## src/rtl/mux_pkg.sv

```systemverilog
// Shared definitions for the sequential slice multiplexer: FSM state
// encoding and the slice-index width helper.
package mux_pkg;

  typedef enum logic [1:0] {
    ST_IDLE = 2'd0,
    ST_RUN  = 2'd1,
    ST_DONE = 2'd2
  } state_t;

  // Width of an index able to address n slices; never narrower than one bit
  // so a single-slice operand still has a legal index port.
  function automatic int idx_width(input int n);
    return (n <= 1) ? 1 : $clog2(n);
  endfunction

endpackage

```

## src/rtl/mux_n.sv

```systemverilog
// Combinational N:1 slice selector, the generalised form of the 2:1 nibble
// mux. Indices beyond NUM_SLICES-1 select all-zero.
module mux_n
  import mux_pkg::*;
#(
  parameter  int SLICE_W    = 4,
  parameter  int NUM_SLICES = 2,
  localparam int IDX_W      = idx_width(NUM_SLICES)
) (
  input  logic [SLICE_W*NUM_SLICES-1:0] data,
  input  logic [IDX_W-1:0]              idx,
  output logic [SLICE_W-1:0]            y
);

  // Select the slice whose physical position matches idx.
  always_comb begin
    // NOTE: default assignment first so no path leaves y unassigned (no latch).
    y = '0;
    for (int k = 0; k < NUM_SLICES; k++) begin
      if (idx == IDX_W'(k)) y = data[k*SLICE_W +: SLICE_W];
    end
  end

endmodule

```

## src/rtl/slice_seq_mux.sv

```systemverilog
// Captures a wide operand on start and presents it one slice per accepted
// transfer (LSB- or MSB-first) to the partial-product multiplier, using a
// valid/ready handshake. Every output is decoded from registered state only.
module slice_seq_mux
  import mux_pkg::*;
#(
  parameter  int SLICE_W    = 4,
  parameter  int NUM_SLICES = 2,
  localparam int IDX_W      = idx_width(NUM_SLICES)
) (
  input  logic                          clk,
  input  logic                          reset_a,
  input  logic                          start,
  input  logic                          msb_first,
  input  logic [SLICE_W*NUM_SLICES-1:0] data_in,
  input  logic                          out_ready,
  output logic [SLICE_W-1:0]            slice_out,
  output logic [IDX_W-1:0]              slice_idx,
  output logic                          slice_valid,
  output logic                          last,
  output logic                          busy,
  output logic                          done
);

  localparam int              OP_W     = SLICE_W * NUM_SLICES;
  localparam logic [IDX_W-1:0] LAST_IDX = IDX_W'(NUM_SLICES - 1);

  state_t            state;
  logic [OP_W-1:0]   operand;
  logic [IDX_W-1:0]  count;
  logic              dir;

  // Sequencer: capture in IDLE, step through slices on each transfer in RUN,
  // spend one cycle in DONE to pulse done.
  always_ff @(posedge clk or negedge reset_a) begin
    if (!reset_a) begin
      state   <= ST_IDLE;
      operand <= '0;
      count   <= '0;
      dir     <= 1'b0;
    end else begin
      // NOTE: non-blocking assignments so every register updates from
      // pre-edge values, independent of statement order.
      case (state)
        ST_IDLE: begin
          if (start) begin
            operand <= data_in;
            dir     <= msb_first;
            count   <= '0;
            state   <= ST_RUN;
          end
        end
        ST_RUN: begin
          // slice_valid is high throughout RUN, so out_ready alone marks a transfer.
          if (out_ready) begin
            if (count == LAST_IDX) state <= ST_DONE;
            else                   count <= count + IDX_W'(1);
          end
        end
        ST_DONE: state <= ST_IDLE;
        default: state <= ST_IDLE;
      endcase
    end
  end

  // Status decodes straight from the state register.
  assign slice_valid = (state == ST_RUN);
  assign busy        = (state != ST_IDLE);
  assign done        = (state == ST_DONE);
  assign last        = slice_valid & (count == LAST_IDX);

  // count is the transfer ordinal; dir mirrors it to give the physical index.
  assign slice_idx   = dir ? (LAST_IDX - count) : count;

  mux_n #(
    .SLICE_W    (SLICE_W),
    .NUM_SLICES (NUM_SLICES)
  ) u_mux (
    .data (operand),
    .idx  (slice_idx),
    .y    (slice_out)
  );

endmodule

```

## config.mk

```make
export PLATFORM = sky130hd
export DESIGN_NAME = slice_seq_mux
export DESIGN_NICKNAME = d
export VERILOG_FILES = /design/src/rtl/mux_pkg.sv /design/src/rtl/mux_n.sv /design/src/rtl/slice_seq_mux.sv
export SDC_FILE = /design/constraint.sdc
export NUM_CORES = 1
export LEC_CHECK = 0
export ABC_AREA = 1
export CORE_MARGIN = 1
export CORE_UTILIZATION = 35
export CTS_CLUSTER_SIZE = 30
export DETAILED_ROUTE_END_ITERATION = 10
export PLACE_DENSITY_LB_ADDON = 0.12
export SKIP_CTS_REPAIR_TIMING = 1
export SLEW_MARGIN = 20
export SYNTH_ARGS = -nofsm -noshare
export SYNTH_HDL_FRONTEND = slang
export SYNTH_SLANG_ARGS = --single-unit
```

## constraint.sdc

```tcl
create_clock -name clk -period 1.41 [get_ports clk]
set_input_delay 0.282 -clock clk [delete_from_list [all_inputs] [get_ports clk]]
set_output_delay 0.282 -clock clk [all_outputs]
set_load 0.02 [all_outputs]
```

==> out/qor.yml, run 1 <==
cap_violations: 0
drtPass1Iterations: 4
synthTopCellsByArea: "dfrtp_1, nand2_1, nand3_1, inv_1, buf_4"
clock-root-buffer: "clkbuf_4"
fin_skew_ns: 0.000599
wl_um: 1240
antenna_found_initial: 0
fin_setup_tns_ns: -0.133
cp-start-kind: "register"
critical_path.max_stage_delay_ns: 0.46
die_area_sq_um: 1850
ys_types: 10
cts-buffers-inserted: 3
final_hold_viol_count: 0
grt-ovfl-total: 0
path_cells: "inv_4 -> nand2_4 -> nand3_1 -> nand2_1 -> buf_2"
cts_tree: "built"
hp-class: "in -> async"
avgSynthCellArea_sq_um: 7.64
grt_pass1_vias: 544
n_antenna_cell: 0
grt_pass1_wl_um: 2210
crit_arrival_ns: 1.17
period_needed_ns: 1.45
cpMaxStageDelayCell: "dfrtp_2"
yosysWarnings: 0
die_h_um: 43.0
grt_use_total_pct: 16.0
relSlewSlack_pct: 86.1
setup_viol_count_final: 5
htree_levels: 1
criticalPathCategory: "reg -> out"
fin_hold_ws_ns: 0.311
power_leakage_nw: 0.482
p_total_mw: 2.26
min_period_over_period_pct: 103
ys_seq_area_share_pct: 51.1
power_density_nw_per_um2: 2500
core-area_sq_um: 1540
clock_path_buffers: 2
clk_pin_slew_ns: 0.08
vias: 577
drv_slew: 0
cp_max_fo: 5
stdcell_area_sq_um: 905
viasPerCell: 4.77
crit_required_ns: 1.13
die_width_um: 43.0
area_delta_synth_final_pct: 53.8
dpl.hpwl_um: 946
io_pins: 22
netlist.top_cell.by_area: "dfrtp_1"
clkSinkCount: 12
fmax_ghz: 0.690
synthCells: 77
ant_nets: 0
fin_cells: 121
synth_top_area_share_pct: 51.1
preCtsSetupSlack_ns: -0.212
place.gp.congestion: 0.781
synth-seq-cells: 12
clock_latency_ns: 0.27
synth_nets: 90
fin_ws_ns: -0.0394
dpl_cell_area_sq_um: 837
synth_area_sq_um: 588
end_kind: "output port"
n_fill_cell: 144
violations: "setup timing"
port_buffers: 21
worst_slew_pin_slew_ns: 0.207
placed_cells_incl_taps: 117
fin_util_pct: 58.7
start_util_pct: 38.1
status: "finished, violations left"
vdd_drop_max_uv: 1190
wl_per_cell_um: 10.3
layout-drive-gt1-share_pct: 30.5
grt_max_degree: 13
rsz0062_at_grt: "yes"
fin_nets: 119
drt_iter0_markers: 15
drc: 0
num_rows: 14
## per-layer routing
metal / wire, um / vias to the layer above / part of all wire [%] / GRT usage [%]
met3: 89 / 0 / 7.2 / 5.11
met2: 608 / 21 / 49 / 22.1
met1: 546 / 255 / 44 / 22.2
met5: 0 / - / 0 / 0
li1: - / 301 / - / -
met4: 0 / 0 / 0 / 8.48
## critical path, delay by kind of cell, from the launching register on
kind	cells	cell delay (ns)
simple gates	3	0.19
buf+inv	2	0.24
flops	1	0.46
## cells in the final DEF (no fill, tap or decap), drive strengths merged
| master | n |
|---|---|
| nor2 | 4 |
| nor3 | 1 |
| dfrtp | 12 |
| nand3 | 17 |
| o21ai | 1 |
| inv | 6 |
| clkbuf | 7 |
| nand2 | 33 |
| buf | 12 |
| clkdlybuf4s50 | 12 |
## worst paths after layout
| kind | start | endpoint | slack, ns | cells past startpoint |
|---|---|---|---|---|
| setup / recovery | dir$_DFFE_PN0P_ | slice_out[1] | -0.04 | 5 |
| hold / removal | reset_a | state[1]$_DFFE_PN0P_ | 0.31 | 2 |
| setup reg to reg | state[0]$_DFFE_PN0P_ | operand[3]$_DFFE_PN0P_ | 0.24 | 5 |
| hold reg to reg | operand[1]$_DFFE_PN0P_ | operand[1]$_DFFE_PN0P_ | 0.48 | 2 |
| max in group asynchronous | reset_a | count$_DFFE_PN0P_ | 0.94 | 2 |
| min in group clk | operand[1]$_DFFE_PN0P_ | operand[1]$_DFFE_PN0P_ | 0.48 | 2 |
## registers in the layout (all words and copies together) (netlist names)
register,flops
count,1
operand,8
state,2
dir,1
## cells by family after synthesis
family | count (synthesis) | share of synthesized area (%)
buf+inv | 9 | 8.30
simple gates | 55 | 39.8
compound gates | 1 | 0.850
flops | 12 | 51.1
## cells in the mapped netlist, drive strengths merged
library cell  instances
inv                   6
nor3                  1
dfrtp                12
o21ai                 1
nor2                  4
nand2                33
nand3                17
buf                   3
## where the power goes
group / switching, mW / leakage [nW] / internal [mW]
Combinational: 0.744 / 0.316 / 0.574
Sequential: 0.158 / 0.145 / 0.514
Clock: 0.114 / 0.0210 / 0.157
## final cells by class
class	instances	area, sq um	area share, %
sequential	12	304	33.6
multi-input combinational	56	279	30.8
timing repair buffer	27	238	26.3
clock buffer	4	36.3	4.01
inverter	6	27.5	3.04
tap	16	20.0	2.21
(Power assumes the default switching activity.)
==> run 2: changes to the inputs <==
--- a/config.mk
+++ b/config.mk
@@ -15,4 +15,5 @@
 export SLEW_MARGIN = 20
 export SYNTH_ARGS = -nofsm -noshare
 export SYNTH_HDL_FRONTEND = slang
+export SYNTH_HIERARCHICAL = 1
 export SYNTH_SLANG_ARGS = --single-unit
==> out/qor.yml, run 2 <==
grt_pass1_wl_um: 2190
clock-root-buffer: "clkbuf_4"
criticalPathCategory: "reg -> out"
stdcell_area_sq_um: 882
min_period_over_period_pct: 114
r2r_cells: 6
grt_use_total_pct: 16.8
placed_cells_incl_taps: 112
multi_input_area_sq_um: 243
reg_top3: "operand x8, state x2"
start_util_pct: 37.6
die_area_sq_um: 1780
cts_tree: "built"
timing.reg2reg.setup_slack_ns: 0.16
clock_latency_ns: 0.27
r2r-start: "state[1]$_DFFE_PN0P_"
dpl_cell_area_sq_um: 823
comb_power_share_pct: 60.5
antenna_found_initial: 0
p_sw_share_pct: 44.2
async_flop_share_pct: 100
synth_nets: 85
power_leakage_nw: 0.490
power_density_nw_per_um2: 2630
num_rows: 14
layout-drive-gt1-share_pct: 27.5
relSlewSlack_pct: 85.2
clk_pin_slew_ns: 0.08
fin_ws_ns: -0.204
cts-buffers-inserted: 3
setup_viol_count_final: 5
period_needed_ns: 1.61
violations: "setup timing"
p_total_mw: 2.32
status: "finished, violations left"
seq_area_sq_um: 302
ys.flop_type: "dfrtp_1"
end_kind: "output port"
fin_cells: 118
synthCells: 72
drc: 0
yosysWarnings: 6
drt_iter0_markers: 19
crit_required_ns: 1.13
grt_max_degree: 13
crit_arrival_ns: 1.33
synthTopCellsByArea: "dfrtp_1, nand2_1, nand3_1, buf_4, inv_1"
dpl.hpwl_um: 891
viasPerCell: 4.64
grt-ovfl-total: 0
grt_pass1_vias: 499
drv_slew: 0
rsz0062_at_grt: "yes"
seqPwrFrac_pct: 27.7
netlist.top_cell.by_area: "dfrtp_1"
preCtsSetupSlack_ns: -0.347
wl_um: 1340
die_h_um: 42.2
worst_slew_pin_slew_ns: 0.221
cap_violations: 0
wl_per_cell_um: 11.3
synth-seq-cells: 12
ys_types: 11
fin_nets: 116
vdd_drop_max_uv: 1110
p_int_mw: 1.29
top_register: "operand"
htree_levels: 1
yosys.cell_count.top_type: "nand2_1"
ant_nets: 0
synth_enable_flop_cells: 0
ys_seq_area_share_pct: 53.0
largest_register_ffs: 8
hp-class: "in -> async"
clock_path_buffers: 2
clkSinkCount: 12
synth_area_sq_um: 567
drtPass1Iterations: 5
die_width_um: 42.2
fin_skew_ns: 0.00222
n_antenna_cell: 0
vias: 548
switchingPower_mw: 1.03
io_pins: 22
core-area_sq_um: 1510
port_buffers: 21
layout_commonest_cell: "nand2_1"
fmax_ghz: 0.620
cp_max_fo: 5
final_hold_viol_count: 0
final_cell_mix: "nand2_1, clkdlybuf4s50_1, dfrtp_1"
n_fill_cell: 147
synth_top_area_share_pct: 53.0
clkPwrFrac_pct: 11.8
avgSynthCellArea_sq_um: 7.87
r2r-end: "operand[2]$_DFFE_PN0P_"
fin_setup_tns_ns: -0.806
cp-start-kind: "register"
synth.top_cells.by_count: "nand2_1, dfrtp_1, nand3_1"
place.gp.congestion: 0.748
area_delta_synth_final_pct: 55.6
run 2: through the flow:
stage	utilization (%)	hold WS (ns)
5_1_grt	58.6	0.309
6_report	58.6	0.296
3_5_place_dp	54.7	0.459
4_1_cts	57.1	0.296
3_3_place_gp	54.7	0.457
2_1_floorplan	-	-0.0136
run 2: routing by layer:
layer	track usage, %	up-vias	wire (um)
met5	0	-	0
met4	11.3	0	15
met3	2.59	2	63
met2	24.9	15	668
met1	22.5	252	588
li1	-	279	-
run 2: worst max path at each step:
stage,depth (start not counted),endpoint,from,slack [ns]
5_1_grt,5,slice_out[0],count$_DFFE_PN0P_,-0.29
3_3_place_gp,4,slice_out[3],count$_DFFE_PN0P_,-0.32
4_1_cts,4,slice_out[1],count$_DFFE_PN0P_,-0.65
2_1_floorplan,4,slice_out[0],count$_DFFE_PN0P_,0.04
3_5_place_dp,4,slice_out[1],count$_DFFE_PN0P_,-0.35
6_report,5,slice_out[0],count$_DFFE_PN0P_,-0.20
run 2: worst max-delay path, stage by stage, from the launching register on:
cell and delay [ns]:
dfrtp_2 0.45, xor2_4 0.23, buf_4 0.15, nand2_1 0.04, nand2_1 0.06, buf_4 0.13
run 2: power groups by stage:
| stage | combinational, mW | clock (mW) | sequential, mW |
|---|---|---|---|
| floorplan | 0.767 | 0 | 0.608 |
| global placement | 1.33 | 0 | 0.613 |
| detailed placement | 1.35 | 0 | 0.617 |
| CTS | 1.36 | 0.280 | 0.614 |
| global route | 1.55 | 0.293 | 0.663 |
| finish | 1.41 | 0.274 | 0.642 |
run 2: kinds of logic after synthesis:
family / Yosys count / synth area share [%]
and+or+nand+nor: 51 / 37.5
DFF: 12 / 53.0
buffers and inverters: 8 / 7.94
xor gates and xnor gates: 1 / 1.55
run 2: area by class of cell:
class	count	area share, %
clock buffer	4	4.11
inverter	5	2.13
multi-input combinational	52	27.5
sequential	12	34.2
tap	16	2.27
timing repair buffer	29	29.8
==> run 3: changes to the inputs <==
--- a/config.mk
+++ b/config.mk
@@ -10,6 +10,7 @@
 export CORE_UTILIZATION = 35
 export CTS_CLUSTER_SIZE = 30
 export DETAILED_ROUTE_END_ITERATION = 10
+export DONT_BUFFER_PORTS = 1
 export PLACE_DENSITY_LB_ADDON = 0.12
 export SKIP_CTS_REPAIR_TIMING = 1
 export SLEW_MARGIN = 20
==> out/qor.yml, run 3 (synthesis results as in run 2) <==
vias: 448
criticalPathCategory: "reg -> out"
wl_per_cell_um: 12.3
viasPerCell: 4.87
num_rows: 14
largest_register_ffs: 8
cap_violations: 0
grt_use_total_pct: 14.5
reg_top3: "operand x8, state x2"
setup_viol_count_final: 5
clk_pin_slew_ns: 0.07
ant_nets: 0
power_density_nw_per_um2: 2890
clock_latency_ns: 0.26
drtPass1Iterations: 4
drt_iter0_markers: 4
die_area_sq_um: 1780
status: "finished, violations left"
io_pins: 22
r2r_cells: 4
drc: 0
place.gp.congestion: 0.739
grt-ovfl-total: 0
final_hold_viol_count: 0
port_buffers: 0
violations: "setup timing"
hold_path_depth: 2
relSlewSlack_pct: 62.8
core-area_sq_um: 1510
hp-class: "in -> reg"
grt_pass1_wl_um: 1920
final_cell_mix: "nand2_1, dfrtp_1, nand3_1"
top_register: "operand"
wl_um: 1130
period_needed_ns: 1.49
crit_required_ns: 1.13
clock_path_buffers: 2
cp_max_fo: 6
clkSinkCount: 12
min_period_over_period_pct: 106
die_width_um: 42.2
preCtsSetupSlack_ns: 0.0699
antenna_found_initial: 0
fin_ws_ns: -0.0845
power_leakage_nw: 0.354
rsz0062_at_grt: "yes"
dpl.hpwl_um: 837
n_fill_cell: 170
fin_skew_ns: 0.00252
end_kind: "output port"
fin_setup_tns_ns: -0.356
crit_arrival_ns: 1.21
grt_pass1_vias: 435
cts-buffers-inserted: 3
htree_levels: 1
fin_nets: 91
fmax_ghz: 0.669
start_util_pct: 37.6
layout-drive-gt1-share_pct: 27.6
grt_max_degree: 13
area_delta_synth_final_pct: 18.5
n_antenna_cell: 0
cp-start-kind: "register"
vdd_drop_max_uv: 881
layout_commonest_cell: "nand2_1"
worst_slew_pin_slew_ns: 0.556
die_h_um: 42.2
clock-root-buffer: "clkbuf_4"
cts_tree: "built"
drv_slew: 0
[run 3: layout make-up]
type | count | area (sq um) | share of cell area (%)
Multi-Input combinational cell | 52 | 275 | 41.0
Inverter | 5 | 18.8 | 2.79
Tap cell | 16 | 20.0 | 2.98
Clock buffer | 3 | 22.5 | 3.35
Timing Repair Buffer | 4 | 32.5 | 4.84
Sequential cell | 12 | 303 | 45.1
[run 3: through the flow]
step | total power [mW] | utilization, % | hold WS [ns] | cell area [sq um] | cells
6_report | 1.94 | 44.6 | 0.143 | 672 | 92
5_1_grt | 2.12 | 44.6 | 0.139 | 672 | 92
4_1_cts | 1.74 | 40.2 | -0.306 | 606 | 90
3_5_place_dp | 1.53 | 38.7 | -0.0133 | 583 | 87
3_3_place_gp | 1.52 | 38.7 | -0.0133 | 583 | 87
2_1_floorplan | 1.37 | - | -0.0136 | 574 | 72
[run 3: worst paths after layout]
check                                       startpoint                endpoint  slack (ns)
worst max-delay path                   dir$_DFFE_PN0P_               slice_idx       -0.08
worst min-delay path                         out_ready       count$_DFFE_PN0P_        0.14
worst max register to register    state[0]$_DFFE_PN0P_         dir$_DFFE_PN0P_        0.33
worst min register to register  operand[7]$_DFFE_PN0P_  operand[7]$_DFFE_PN0P_        0.47
max in group asynchronous                      reset_a       count$_DFFE_PN0P_        0.57
min in group asynchronous                      reset_a  operand[5]$_DFFE_PN0P_        0.44
[run 3: where the power goes]
group / internal, mW / switching, mW
sequential: 0.512 / 0.141
clock: 0.0985 / 0.103
combinational: 0.354 / 0.732
total: 0.965 / 0.976
[run 3: per-layer routing]
| metal | global-route usage [%] | part of all wire, % | vias up |
|---|---|---|---|
| li1 | - | - | 230 |
| met1 | 20.7 | 46 | 198 |
| met2 | 20.6 | 45 | 20 |
| met3 | 4.31 | 9.1 | 0 |
| met4 | 5.63 | 0 | 0 |
| met5 | 0 | 0 | - |
[run 3: critical path: stages, from the launching register on]
cell and delay, ns:
dfrtp_2 0.44, xor2_4 0.24, buf_4 0.14, buf_4 0.13
